<file path="src/rtl/sd_crc_engine_pkg.sv">
// Shared SD CRC types and constants; crc7/crc16 are bit-serial byte updates
// (MSB of the byte first) for anyone wanting a software reference.
package sd_crc_engine_pkg;

    typedef enum logic {
        sdcrcGEN = 1'b0,
        sdcrcCHK = 1'b1
    } sdCRCMODE_t;

    typedef enum logic [1:0] {
        sdcrcIDLE = 2'd0,
        sdcrcDATA = 2'd1,
        sdcrcCRC  = 2'd2
    } sdCRCSTATE_t;

    localparam logic [6:0]  SD_CRC7_POLY  = 7'h09;
    localparam logic [15:0] SD_CRC16_POLY = 16'h1021;

    function automatic logic [6:0] crc7(input logic [6:0] crc, input logic [7:0] d);
        logic [6:0] c;
        logic       fb;
        c = crc;
        for (int i = 7; i >= 0; i--) begin
            fb = c[6] ^ d[i];
            c  = {c[5:0], 1'b0} ^ (fb ? SD_CRC7_POLY : 7'h00);
        end
        return c;
    endfunction

    function automatic logic [15:0] crc16(input logic [15:0] crc, input logic [7:0] d);
        logic [15:0] c;
        logic        fb;
        c = crc;
        for (int i = 7; i >= 0; i--) begin
            fb = c[15] ^ d[i];
            c  = {c[14:0], 1'b0} ^ (fb ? SD_CRC16_POLY : 16'h0000);
        end
        return c;
    endfunction

endpackage

</file>
<file path="src/rtl/sd_crc_engine_if.sv">
// Control, byte-stream and result signals of one SD CRC engine.
// The engine side uses the slave modport.
interface sd_crc_engine_if #(
    parameter int CRC_W = 16,
    parameter int LEN_W = 10
) ();
    logic             start;
    logic             mode;
    logic [LEN_W-1:0] len;
    logic             abort;
    logic             s_valid;
    logic             s_ready;
    logic [0:7]       s_data;
    logic             m_valid;
    logic             m_ready;
    logic [0:7]       m_data;
    logic             busy;
    logic             done;
    logic             crc_ok;
    logic [0:CRC_W-1] crc_out;

    modport master (
        output start, mode, len, abort, s_valid, s_data, m_ready,
        input  s_ready, m_valid, m_data, busy, done, crc_ok, crc_out
    );

    modport slave (
        input  start, mode, len, abort, s_valid, s_data, m_ready,
        output s_ready, m_valid, m_data, busy, done, crc_ok, crc_out
    );
endinterface

</file>
<file path="src/rtl/sd_crc_step.sv">
// One byte of MSB-first CRC update (8 serial steps, index 0 = MSB).
module sd_crc_step #(
    parameter int               CRC_W = 16,
    parameter logic [CRC_W-1:0] POLY  = '0
) (
    input  logic [0:CRC_W-1] crc_in,
    input  logic [0:7]       data,
    output logic [0:CRC_W-1] crc_out
);
    logic [0:CRC_W-1] poly_v;

    assign poly_v = POLY;

    always_comb begin : step_blk
        logic [0:CRC_W-1] c;
        logic             fb;
        c  = crc_in;
        fb = 1'b0;
        for (int i = 0; i < 8; i++) begin
            fb = c[0] ^ data[i];
            c  = {c[1:CRC_W-1], 1'b0} ^ (fb ? poly_v : '0);
        end
        crc_out = c;
    end
endmodule

</file>
<file path="src/rtl/sd_crc_engine.sv">
// Streaming SD CRC engine: forwards a block of bytes, then either appends
// the CRC (generate) or consumes and checks the trailing CRC bytes (check).
module sd_crc_engine
    import sd_crc_engine_pkg::*;
#(
    parameter int          CRC_W = 16,
    parameter logic [15:0] POLY  = SD_CRC16_POLY,
    parameter int          LEN_W = 10
) (
    input logic            clk,
    input logic            reset,
    sd_crc_engine_if.slave bus
);
    localparam int   NCRC   = (CRC_W == 7) ? 1 : 2;
    localparam logic K_LAST = (NCRC == 2);

    sdCRCSTATE_t      state_q, state_d;
    sdCRCMODE_t       mode_q, mode_d;
    logic [LEN_W-1:0] len_q, len_d;
    logic [LEN_W-1:0] cnt_q, cnt_d;
    logic [0:CRC_W-1] crc_q, crc_d;
    logic [0:CRC_W-1] crc_step;
    logic             k_q, k_d;
    logic             mism_q, mism_d;
    logic             done_q, done_d;
    logic             crc_ok_q, crc_ok_d;
    logic [0:15]      crc_wire;
    logic [0:7]       crc_byte;
    logic             mism_next;
    logic             crc_hs;

    sd_crc_step #(
        .CRC_W (CRC_W),
        .POLY  (POLY[CRC_W-1:0])
    ) u_step (
        .crc_in  (crc_q),
        .data    (bus.s_data),
        .crc_out (crc_step)
    );

    // Wire image of the CRC: CRC7 carries its end bit in the low bit of byte 0.
    always_comb begin
        crc_wire            = '0;
        crc_wire[0:CRC_W-1] = crc_q;
        if (CRC_W == 7) begin
            crc_wire[7] = 1'b1;
        end
    end

    assign crc_byte  = k_q ? crc_wire[8:15] : crc_wire[0:7];
    assign mism_next = mism_q | (bus.s_data != crc_byte);
    assign crc_hs    = (mode_q == sdcrcGEN) ? bus.m_ready : bus.s_valid;

    always_comb begin
        state_d     = state_q;
        mode_d      = mode_q;
        len_d       = len_q;
        cnt_d       = cnt_q;
        crc_d       = crc_q;
        k_d         = k_q;
        mism_d      = mism_q;
        done_d      = 1'b0;
        crc_ok_d    = crc_ok_q;
        bus.s_ready = 1'b0;
        bus.m_valid = 1'b0;
        bus.m_data  = '0;

        unique case (state_q)
            sdcrcIDLE: begin
                if (bus.start) begin
                    mode_d   = sdCRCMODE_t'(bus.mode);
                    len_d    = bus.len;
                    cnt_d    = '0;
                    crc_d    = '0;
                    k_d      = 1'b0;
                    mism_d   = 1'b0;
                    crc_ok_d = 1'b0;
                    state_d  = (bus.len == '0) ? sdcrcCRC : sdcrcDATA;
                end
            end

            sdcrcDATA: begin
                bus.m_valid = bus.s_valid;
                bus.s_ready = bus.m_ready;
                bus.m_data  = bus.s_data;
                if (bus.abort) begin
                    state_d  = sdcrcIDLE;
                    crc_ok_d = 1'b0;
                end else if (bus.s_valid && bus.m_ready) begin
                    crc_d = crc_step;
                    cnt_d = cnt_q + 1'b1;
                    if (cnt_q == len_q - 1'b1) begin
                        state_d = sdcrcCRC;
                        k_d     = 1'b0;
                    end
                end
            end

            sdcrcCRC: begin
                if (mode_q == sdcrcGEN) begin
                    bus.m_valid = 1'b1;
                    bus.m_data  = crc_byte;
                end else begin
                    bus.s_ready = 1'b1;
                end
                if (bus.abort) begin
                    state_d  = sdcrcIDLE;
                    crc_ok_d = 1'b0;
                end else if (crc_hs) begin
                    if (mode_q == sdcrcCHK) begin
                        mism_d = mism_next;
                    end
                    if (k_q == K_LAST) begin
                        state_d  = sdcrcIDLE;
                        done_d   = 1'b1;
                        crc_ok_d = (mode_q == sdcrcCHK) && !mism_next;
                    end else begin
                        k_d = 1'b1;
                    end
                end
            end

            default: begin
                state_d = sdcrcIDLE;
            end
        endcase
    end

    always_ff @(posedge clk) begin
        if (reset) begin
            state_q  <= sdcrcIDLE;
            mode_q   <= sdcrcGEN;
            len_q    <= '0;
            cnt_q    <= '0;
            crc_q    <= '0;
            k_q      <= 1'b0;
            mism_q   <= 1'b0;
            done_q   <= 1'b0;
            crc_ok_q <= 1'b0;
        end else begin
            state_q  <= state_d;
            mode_q   <= mode_d;
            len_q    <= len_d;
            cnt_q    <= cnt_d;
            crc_q    <= crc_d;
            k_q      <= k_d;
            mism_q   <= mism_d;
            done_q   <= done_d;
            crc_ok_q <= crc_ok_d;
        end
    end

    assign bus.busy    = (state_q != sdcrcIDLE);
    assign bus.done    = done_q;
    assign bus.crc_ok  = crc_ok_q;
    assign bus.crc_out = crc_q;
endmodule

</file>
<file path="src/flat_wrapper.sv">
// flat-port wrapper written by rule: the top's interface ports become plain ports
module sd_crc_engine_flat import sd_crc_engine_pkg::*;
#(
    parameter int          CRC_W = 16,
    parameter logic [15:0] POLY  = SD_CRC16_POLY,
    parameter int          LEN_W = 10
)
  (clk, reset, bus_start, bus_mode, bus_len, bus_abort, bus_s_valid, bus_s_data, bus_m_ready, bus_s_ready, bus_m_valid, bus_m_data, bus_busy, bus_done, bus_crc_ok, bus_crc_out);
  sd_crc_engine_if #(.CRC_W(CRC_W), .LEN_W(LEN_W)) bus_i ();
  input logic clk;
  input logic reset;
  input wire logic [$bits(bus_i.start)-1:0] bus_start;
  input wire logic [$bits(bus_i.mode)-1:0] bus_mode;
  input wire logic [$bits(bus_i.len)-1:0] bus_len;
  input wire logic [$bits(bus_i.abort)-1:0] bus_abort;
  input wire logic [$bits(bus_i.s_valid)-1:0] bus_s_valid;
  input wire logic [$bits(bus_i.s_data)-1:0] bus_s_data;
  input wire logic [$bits(bus_i.m_ready)-1:0] bus_m_ready;
  output wire logic [$bits(bus_i.s_ready)-1:0] bus_s_ready;
  output wire logic [$bits(bus_i.m_valid)-1:0] bus_m_valid;
  output wire logic [$bits(bus_i.m_data)-1:0] bus_m_data;
  output wire logic [$bits(bus_i.busy)-1:0] bus_busy;
  output wire logic [$bits(bus_i.done)-1:0] bus_done;
  output wire logic [$bits(bus_i.crc_ok)-1:0] bus_crc_ok;
  output wire logic [$bits(bus_i.crc_out)-1:0] bus_crc_out;
  assign bus_i.start = bus_start;
  assign bus_i.mode = bus_mode;
  assign bus_i.len = bus_len;
  assign bus_i.abort = bus_abort;
  assign bus_i.s_valid = bus_s_valid;
  assign bus_i.s_data = bus_s_data;
  assign bus_i.m_ready = bus_m_ready;
  assign bus_s_ready = bus_i.s_ready;
  assign bus_m_valid = bus_i.m_valid;
  assign bus_m_data = bus_i.m_data;
  assign bus_busy = bus_i.busy;
  assign bus_done = bus_i.done;
  assign bus_crc_ok = bus_i.crc_ok;
  assign bus_crc_out = bus_i.crc_out;
  sd_crc_engine #(.CRC_W(CRC_W), .POLY(POLY), .LEN_W(LEN_W)) u_core (.clk(clk), .reset(reset), .bus(bus_i));
endmodule
</file>
<file path="config.mk">
export PLATFORM = sky130hd
export DESIGN_NAME = sd_crc_engine_flat
export DESIGN_NICKNAME = d
export VERILOG_FILES = /design/src/rtl/sd_crc_engine_pkg.sv /design/src/rtl/sd_crc_engine_if.sv /design/src/rtl/sd_crc_step.sv /design/src/rtl/sd_crc_engine.sv /design/src/flat_wrapper.sv
export SDC_FILE = /design/constraint.sdc
export NUM_CORES = 1
export LEC_CHECK = 0
export CORE_UTILIZATION = 47
export CTS_CLUSTER_DIAMETER = 120
export DETAILED_ROUTE_END_ITERATION = 12
export PLACE_DENSITY_LB_ADDON = 0.05
export SLEW_MARGIN = 20
export SYNTH_ARGS = -nofsm -noshare
export SYNTH_HDL_FRONTEND = slang
export SYNTH_SLANG_ARGS = --single-unit
</file>
<file path="constraint.sdc">
create_clock -name clk -period 2.3 [get_ports clk]
set_clock_uncertainty 0.1 [all_clocks]
set_input_delay 0.23 -clock clk [delete_from_list [all_inputs] [get_ports clk]]
set_output_delay 0.23 -clock clk [all_outputs]
set_load 0.01 [all_outputs]
</file>
==> key figures, run 1 <==
Timing
  – Hold WS: 0.379 ns
  – Relative slew slack: 0.706
  – Final hold vios: 0
  – Pins over their slew limit: 0
  – Final worst-path cycle share: 0.995
  – RSZ-0062 raised after global routing: true
  – Final min period: 2.29 ns
  – Final Setup Violations: 0
  – Slew @ Worst Pin: 0.438 ns
  – Setup_tns: 0 ns
  – Max Clock Freq: 0.437 GHz

Placement
  – Inst Count DP: 474
  – Gpl congestion: 0.840
  – DP HPWL: 5450 um
  – Port bufs: 53

CTS
  – CTS clk-pin slew, worst paths: 0.09 ns
  – Hold-fix buffers, CTS: 0
  – CTS tree: yes
  – Maximum clock insertion buffer count: 2
  – CTS sink count: 43
  – CTS Buf Count: 5
  – Clk root buf: clkbuf_8
  – Skew-Pair Late Insertion Delay: 0.30 ns
  – H-tree Lvls: 2

Routing
  – Iteration-0 DRC Markers: 132
  – Total number of vias: 2669
  – DR WL/cell: 15.4 um
  – First-pass DRT Iterations: 4
  – WL final: 7510 um
  – # DRC: 0
  – Vias/cell: 5.47
  – Remaining antenna violation count: 0

Power and ir drop
  – Combinational Power Share: 0.506
  – Max IR drop VDD: 0.451 mV
  – Power Dens Cells: 805 mW/mm2
  – Net Sw Frac: 0.384
  – Int Power: 1.88 mW
  – Leak Pwr: 1.48 nW
  – Clk pwr share: 0.196
  – Net Switching: 1.17 mW
  – Share of power burned in registers: 0.297

Synthesis
  – Mapped Cells: 331
  – Syn avg cell area: 8.05 um2
  – Sequential share of the synthesized area: 0.323
  – Post-synth EDFFs: 0
  – Synth warn: 0
  – Async set-reset flop share out of synthesis: 0
  – Ys flop type: dfxtp_1
  – Cell Area, Synth: 0.00266 mm2
  – Synth Register Bits: 43
  – Syn Nets: 362
  – Post-synth cell types: 48

Cells and area
  – Most common cell after layout, fill and taps aside: clkdlybuf4s50_1
  – Post-layout nets: 446
  – Share of layout cells above drive strength 1: 0.168
  – Antenna diodes: 0
  – Syn-to-layout area delta: 42.0%
  – Non-filler cells, final: 488
  – Commonest cells after routing, fill and taps aside: clkdlybuf4s50_1 (50), nand2_1 (39), dfxtp_1 (38), buf_4 (36), nor2_1 (33)

Run status
  – Status: finished clean

Hold path
  – Hold path startpoint: u_core.len_q[9]$_SDFFE_PP0P_
  – Worst hold path type: reg -> reg

Worst setup path
  – Crit Path Category: reg -> reg
  – FF-to-FF Start: u_core.k_q$_SDFFE_PP0P_
  – Worst-path fanout max: 5
  – Data arrival, critical path: 2.42 ns
  – Crit path launch type: register
  – Critical Path End Type: register
  – Worst path required time: 2.43 ns
  – CP startpoint: u_core.k_q$_SDFFE_PP0P_

Floorplanning
  – Die Wd: 77.3 um
  – FP Rows: 27
  – Die ar.: 0.00597 mm2
  – Die Ht: 77.3 um
  – Boundary pin count: 54
  – Starting Density: 0.487
  – Core area: 0.00547 mm2

Global routing
  – Global-route usage over all layers: 0.254
  – Final global-route overflow total: 0
  – Initial antenna violation count: 0
  – Vias in the first global route: 2546
  – First-pass GRT wire length: 12000 um
  – Largest net degree at the start of global routing: 29

Job
  – Max Cap Viol: 0
-- what timing repair did --
action / 4_1_cts / 5_1_grt
gates resized for setup: 13 / 29
pin swaps: 0 / 6
setup buffers: 0 / 6
endpoints found under the setup margin: 14 / 12
-- metal layers --
metal  vias to the layer above  global-route usage  part of all wire
li1                       1321                   -                 -
met1                      1254               0.340              0.47
met2                        83               0.402              0.46
met3                        11              0.0667             0.065
met4                         0              0.0660             0.013
met5                         -                   0                 0
-- power by group through the flow --
stage / clock [mW] / combinational (mW) / sequential (mW)
floorplan: 0 / 0.831 / 0.886
global placement: 0 / 1.31 / 0.909
detailed placement: 0 / 1.32 / 0.910
CTS: 0.605 / 1.38 / 0.902
global route: 0.635 / 1.68 / 0.916
finish: 0.598 / 1.54 / 0.905
-- through the flow --
stage / utilization / setup WS (ns) / total power, mW / cell area (um2)
2_1_floorplan: - / 0.117 / 1.72 / 2660
4_1_cts: 0.660 / -0.0243 / 2.88 / 3610
3_5_place_dp: 0.632 / -0.205 / 2.23 / 3460
3_3_place_gp: 0.632 / -0.138 / 2.22 / 3460
6_report: 0.691 / 0.0118 / 3.05 / 3780
5_1_grt: 0.691 / -0.0667 / 3.23 / 3780
-- area by class of cell --
cell class,count,area [um2]
clock buffers,5,68.8
clock inverters,3,43.8
flip-flops and latches,43,870
multi-input cells,265,1840
fillers,475,1690
inverters,10,37.5
repair buffers,90,828
well taps,72,90.1
-- flip-flops by register name, summed over array words and instances (netlist names) --
register and cells:
u_core.bus.crc_ok 1, u_core.cnt_q 10, u_core.bus.done 1, u_core.mism_q 1, u_core.bus.crc_out 16, u_core.state_q 2
u_core.len_q 10, u_core.mode_q 1, u_core.k_q 1
-- cell families (layout without fill, tap and decap cells) --
logic type,count (synthesis),after routing,share of synthesized area
compound gates,70,70,0.173
mux,13,13,0.0498
buf+inv,23,108,0.0352
flops,43,43,0.323
xor+xnor,48,48,0.158
fa+ha+maj,6,6,0.0282
simple gates,128,128,0.233
-- synthesized netlist by cell type (7+ instances only) --
library cell  instances  share of area
dfxtp_1              43           0.32
nand2_1              39          0.055
nor2_1               33          0.047
xor2_1               30          0.099
a21oi_1              18          0.034
xnor2_1              18          0.059
a22oi_1              17          0.048
clkbuf_1             12          0.017
o21ai_0              12          0.023
mux2i_1              11          0.041
and2_1               10          0.023
inv_1                10          0.014
nand3_1               7          0.013
nor2b_1               7          0.016
-- path summary, 6_finish.rpt --
kind	to	slack, ns	depth (start not counted)
max reg2reg	u_core.bus.crc_ok$_SDFFE_PP0P_	0.01	7
max	u_core.bus.crc_ok$_SDFFE_PP0P_	0.01	7
min	u_core.len_q[9]$_SDFFE_PP0P_	0.38	2
min reg2reg	u_core.len_q[9]$_SDFFE_PP0P_	0.38	2
-- critical path, stage by stage, from the launching register on --
cell and delay [ns]:
dfxtp_4 0.36, buf_12 0.13, mux2i_4 0.25, xor2_1 0.21, nand4_1 0.12, or4_4 0.44, or4_1 0.48, a21oi_1 0.13
(Power assumes the default switching activity.)
==> run 2: changes to the inputs <==
--- a/config.mk
+++ b/config.mk
@@ -5,7 +5,9 @@
 export SDC_FILE = /design/constraint.sdc
 export NUM_CORES = 1
 export LEC_CHECK = 0
-export CORE_UTILIZATION = 47
+export ABC_AREA = 1
+export CORE_ASPECT_RATIO = 2
+export CORE_UTILIZATION = 48
 export CTS_CLUSTER_DIAMETER = 120
 export DETAILED_ROUTE_END_ITERATION = 12
 export PLACE_DENSITY_LB_ADDON = 0.05
==> key figures, run 2 <==
Floorplanning
  – Core area: 0.00581 mm2 (+6.1%)
  – Starting Density: 0.503 (+0.0162)
  – Die ar.: 0.00642 mm2 (+7.5%)
  – Die Wd: 57.2 um (-26%)
  – Die Ht: 112 um (+45%)
  – Boundary pin count: 54 (unchanged)
  – FP Rows: 39 (+44%)

Cells and area
  – FILL cells: 539 (+13%)
  – Share of layout cells above drive strength 1: 0.111 (-0.0569)
  – Syn-to-layout area delta: 26.3%
  – Max FFs per register: 16 (unchanged)
  – Antenna diodes: 0 (unchanged)
  – Post-layout nets: 552 (+24%)
  – Most common cell after layout, fill and taps aside: nand2_1
  – Commonest cells after routing, fill and taps aside: nand2_1 (128), a21oi_1 (51), nor2_1 (45)

Timing
  – Setup_tns: 0 ns (unchanged)
  – Relative slew slack: 0.653 (-0.0532)
  – Max Clock Freq: 0.470 GHz (+7.5%)
  – Final min period: 2.13 ns (-0.160 ns)
  – Final worst setup slack: 0.171 ns (+0.160 ns)
  – Slew @ Worst Pin: 0.520 ns (+0.0823 ns)
  – Pins over their slew limit: 0 (unchanged)
  – Final Setup Violations: 0 (unchanged)
  – RSZ-0062 raised after global routing: false
  – Final worst-path cycle share: 0.925 (-0.0694)
  – Final hold vios: 0 (unchanged)

CTS
  – Hold-fix buffers, CTS: 0 (unchanged)
  – Maximum clock insertion buffer count: 2 (unchanged)
  – CTS clk-pin slew, worst paths: 0.06 ns (-0.03 ns)
  – CTS tree: yes
  – H-tree Lvls: 2 (unchanged)
  – CTS sink count: 43 (unchanged)
  – Clk root buf: clkbuf_16
  – CTS Buf Count: 5 (unchanged)
  – Skew-Pair Late Insertion Delay: 0.29 ns (about the same)

Global routing
  – Largest net degree at the start of global routing: 22 (-24%)
  – Vias in the first global route: 3276 (+29%)
  – First-pass GRT wire length: 14500 um (+21%)
  – Initial antenna violation count: 0 (unchanged)
  – Final global-route overflow total: 0 (unchanged)
  – Global-route usage over all layers: 0.296 (+0.0417)

Run status
  – Status: finished, violations left
  – Failing checks: design-rule violations

Synthesis
  – Commonest cells post-synth: nand2_1 (128), a21oi_1 (51), nor2_1 (45), dfxtp_1 (43), inv_1 (43)
  – Async set-reset flop share out of synthesis: 0 (unchanged)
  – Ys flop type: dfxtp_1
  – Post-synth cell types: 38 (-21%)
  – Post-synth EDFFs: 0 (unchanged)
  – Syn Nets: 491 (+36%)
  – Sequential share of the synthesized area: 0.295 (-0.0284)
  – Syn avg cell area: 6.35 um2 (-21%)
  – Yosys top cell by area: dfxtp_1
  – Synth warn: 0 (unchanged)
  – Most common cell in the netlist: nand2_1
  – Synth top area share: 0.295 (-0.0284)
  – Cell Area, Synth: 0.00292 mm2 (+9.6%)
  – Synth top area cells: dfxtp_1 (29%), nand2_1 (16%), a21oi_1 (8.7%)
  – Mapped Cells: 460 (+39%)
  – Synth Register Bits: 43 (unchanged)

Power and ir drop
  – Leak Pwr: 1.57 nW (+5.7%)
  – Max IR drop VDD: 0.503 mV (+12%)
  – Power Dens Cells: 1020 mW/mm2 (+27%)
  – Total power: 3.76 mW (+24%)

Job
  – Max Cap Viol: 0 (unchanged)

Placement
  – Port bufs: 53 (unchanged)
  – Pre-CTS setup slack: 0.140 ns (+0.345 ns)
  – DP HPWL: 6700 um (+23%)
  – Gpl congestion: 0.977 (+16%)

Worst setup path
  – CP peak stage delay: 0.37 ns (-0.11 ns)
  – Reg2reg setup slack: 0.24 ns (+0.23 ns)
  – Slowest cell on crit path: dfxtp_1
  – Crit path launch type: register
  – Worst-path fanout max: 9 (+4)
  – Buf+Inv Stages, Crit Path: 4 (+3)
  – Crit path cell chain: inv_1, ha_1, inv_1, nor2_1, buf_4, a21oi_1, nor2_1, dlygate4sd2_1
  – Critical Path End Type: primary output
  – Worst path required time: 1.97 ns (-0.46 ns)
  – Crit-path leading delay family: buffers and inverters
  – Data arrival, critical path: 1.80 ns (-0.62 ns)
  – Crit Path Category: reg -> out

Routing
  – Total number of vias: 3175 (+19%)
  – Iteration-0 DRC Markers: 186 (+41%)
  – Vias/cell: 5.46 (-0.25%)
  – Remaining antenna violation count: 0 (unchanged)
  – # DRC: 2 (+2)
  – First-pass DRT Iterations: 8 (+4)
  – WL final: 8790 um (+17%)
  – DR WL/cell: 15.1 um (-1.9%)

Hold path
  – Worst hold path type: reg -> reg
## run 2: changes by cell type after synthesis, sizes merged, moves of 6 or more
cell    before  now
nor2b        7    0
and2        10    1
nor3         3   10
nand2       39  137
inv         10   51
mux2i       11    0
a21oi       18   51
a22oi       17    0
nor2        33   54
clkbuf      12    6
xor2        30   10
nand3        7   27
o21ai       13   24
## run 2: cell families after synthesis
logic type / count (synthesis) / share of synthesized area
simple gates: 243 / 0.371
fa+ha+maj: 6 / 0.0257
flops: 43 / 0.295
xor+xnor: 23 / 0.0690
buf+inv: 65 / 0.0934
compound gates: 80 / 0.147
## run 2: cell type report
type,instances,area [um2],area share
clock inverter,1,5.00,0.00136
inverter,53,203,0.0550
sequential,43,861,0.233
tap,61,76.3,0.0207
timing repair buffer,66,616,0.167
clock buffer,6,139,0.0377
multi-input combinational,352,1790,0.485
## run 2: repair_timing
action                                  CTS  global route
endpoints found under the setup margin   10             0
setup buffers                             0             0
resized for setup                        12             0
hold endpoints to repair                  0             0
## run 2: stage by stage
step           utilization  area (um2)  std cells  hold slack, ns
3_5_place_dp         0.612        3550        575           0.375
6_report             0.635        3690        582           0.387
5_1_grt              0.635        3690        582           0.413
4_1_cts              0.635        3690        582           0.391
2_1_floorplan            -        2920        460           0.297
3_3_place_gp         0.612        3550        575           0.374
## run 2: path summary, 6_finish.rpt
path	from	endpoint	cells after the start
min reg2reg	u_core.cnt_q[9]$_SDFFE_PP0P_	u_core.cnt_q[9]$_SDFFE_PP0P_	1
min	u_core.cnt_q[9]$_SDFFE_PP0P_	u_core.cnt_q[9]$_SDFFE_PP0P_	1
max reg2reg	u_core.len_q[0]$_SDFFE_PP0P_	u_core.state_q[0]$_SDFFE_PP0P_	11
max	u_core.state_q[0]$_SDFFE_PP0P_	bus_m_valid	8
## run 2: report_power, final
group | switching, mW | leakage, nW | internal [mW]
registers | 0.143 | 0.350 | 0.880
logic | 1.26 | 1.14 | 0.755
clock network | 0.301 | 0.0727 | 0.425
## run 2: metal layers
layer | global-route usage | up-vias | wire length, um
li1 | - | 1593 | -
met1 | 0.278 | 1450 | 3200
met2 | 0.548 | 92 | 4730
met3 | 0.0461 | 40 | 268
met4 | 0.221 | 0 | 598
met5 | 0 | - | 0
## run 2: worst reg2reg max path: cells and delay by family (launching register included)
kind	cells	cell delay, ns
AO/OA/AOI/OAI	2	0.34
adder cells (fa/ha/maj)	1	0.34
buffers and inverters	1	0.15
flip-flops	1	0.32
AND/OR/NAND/NOR	7	0.72
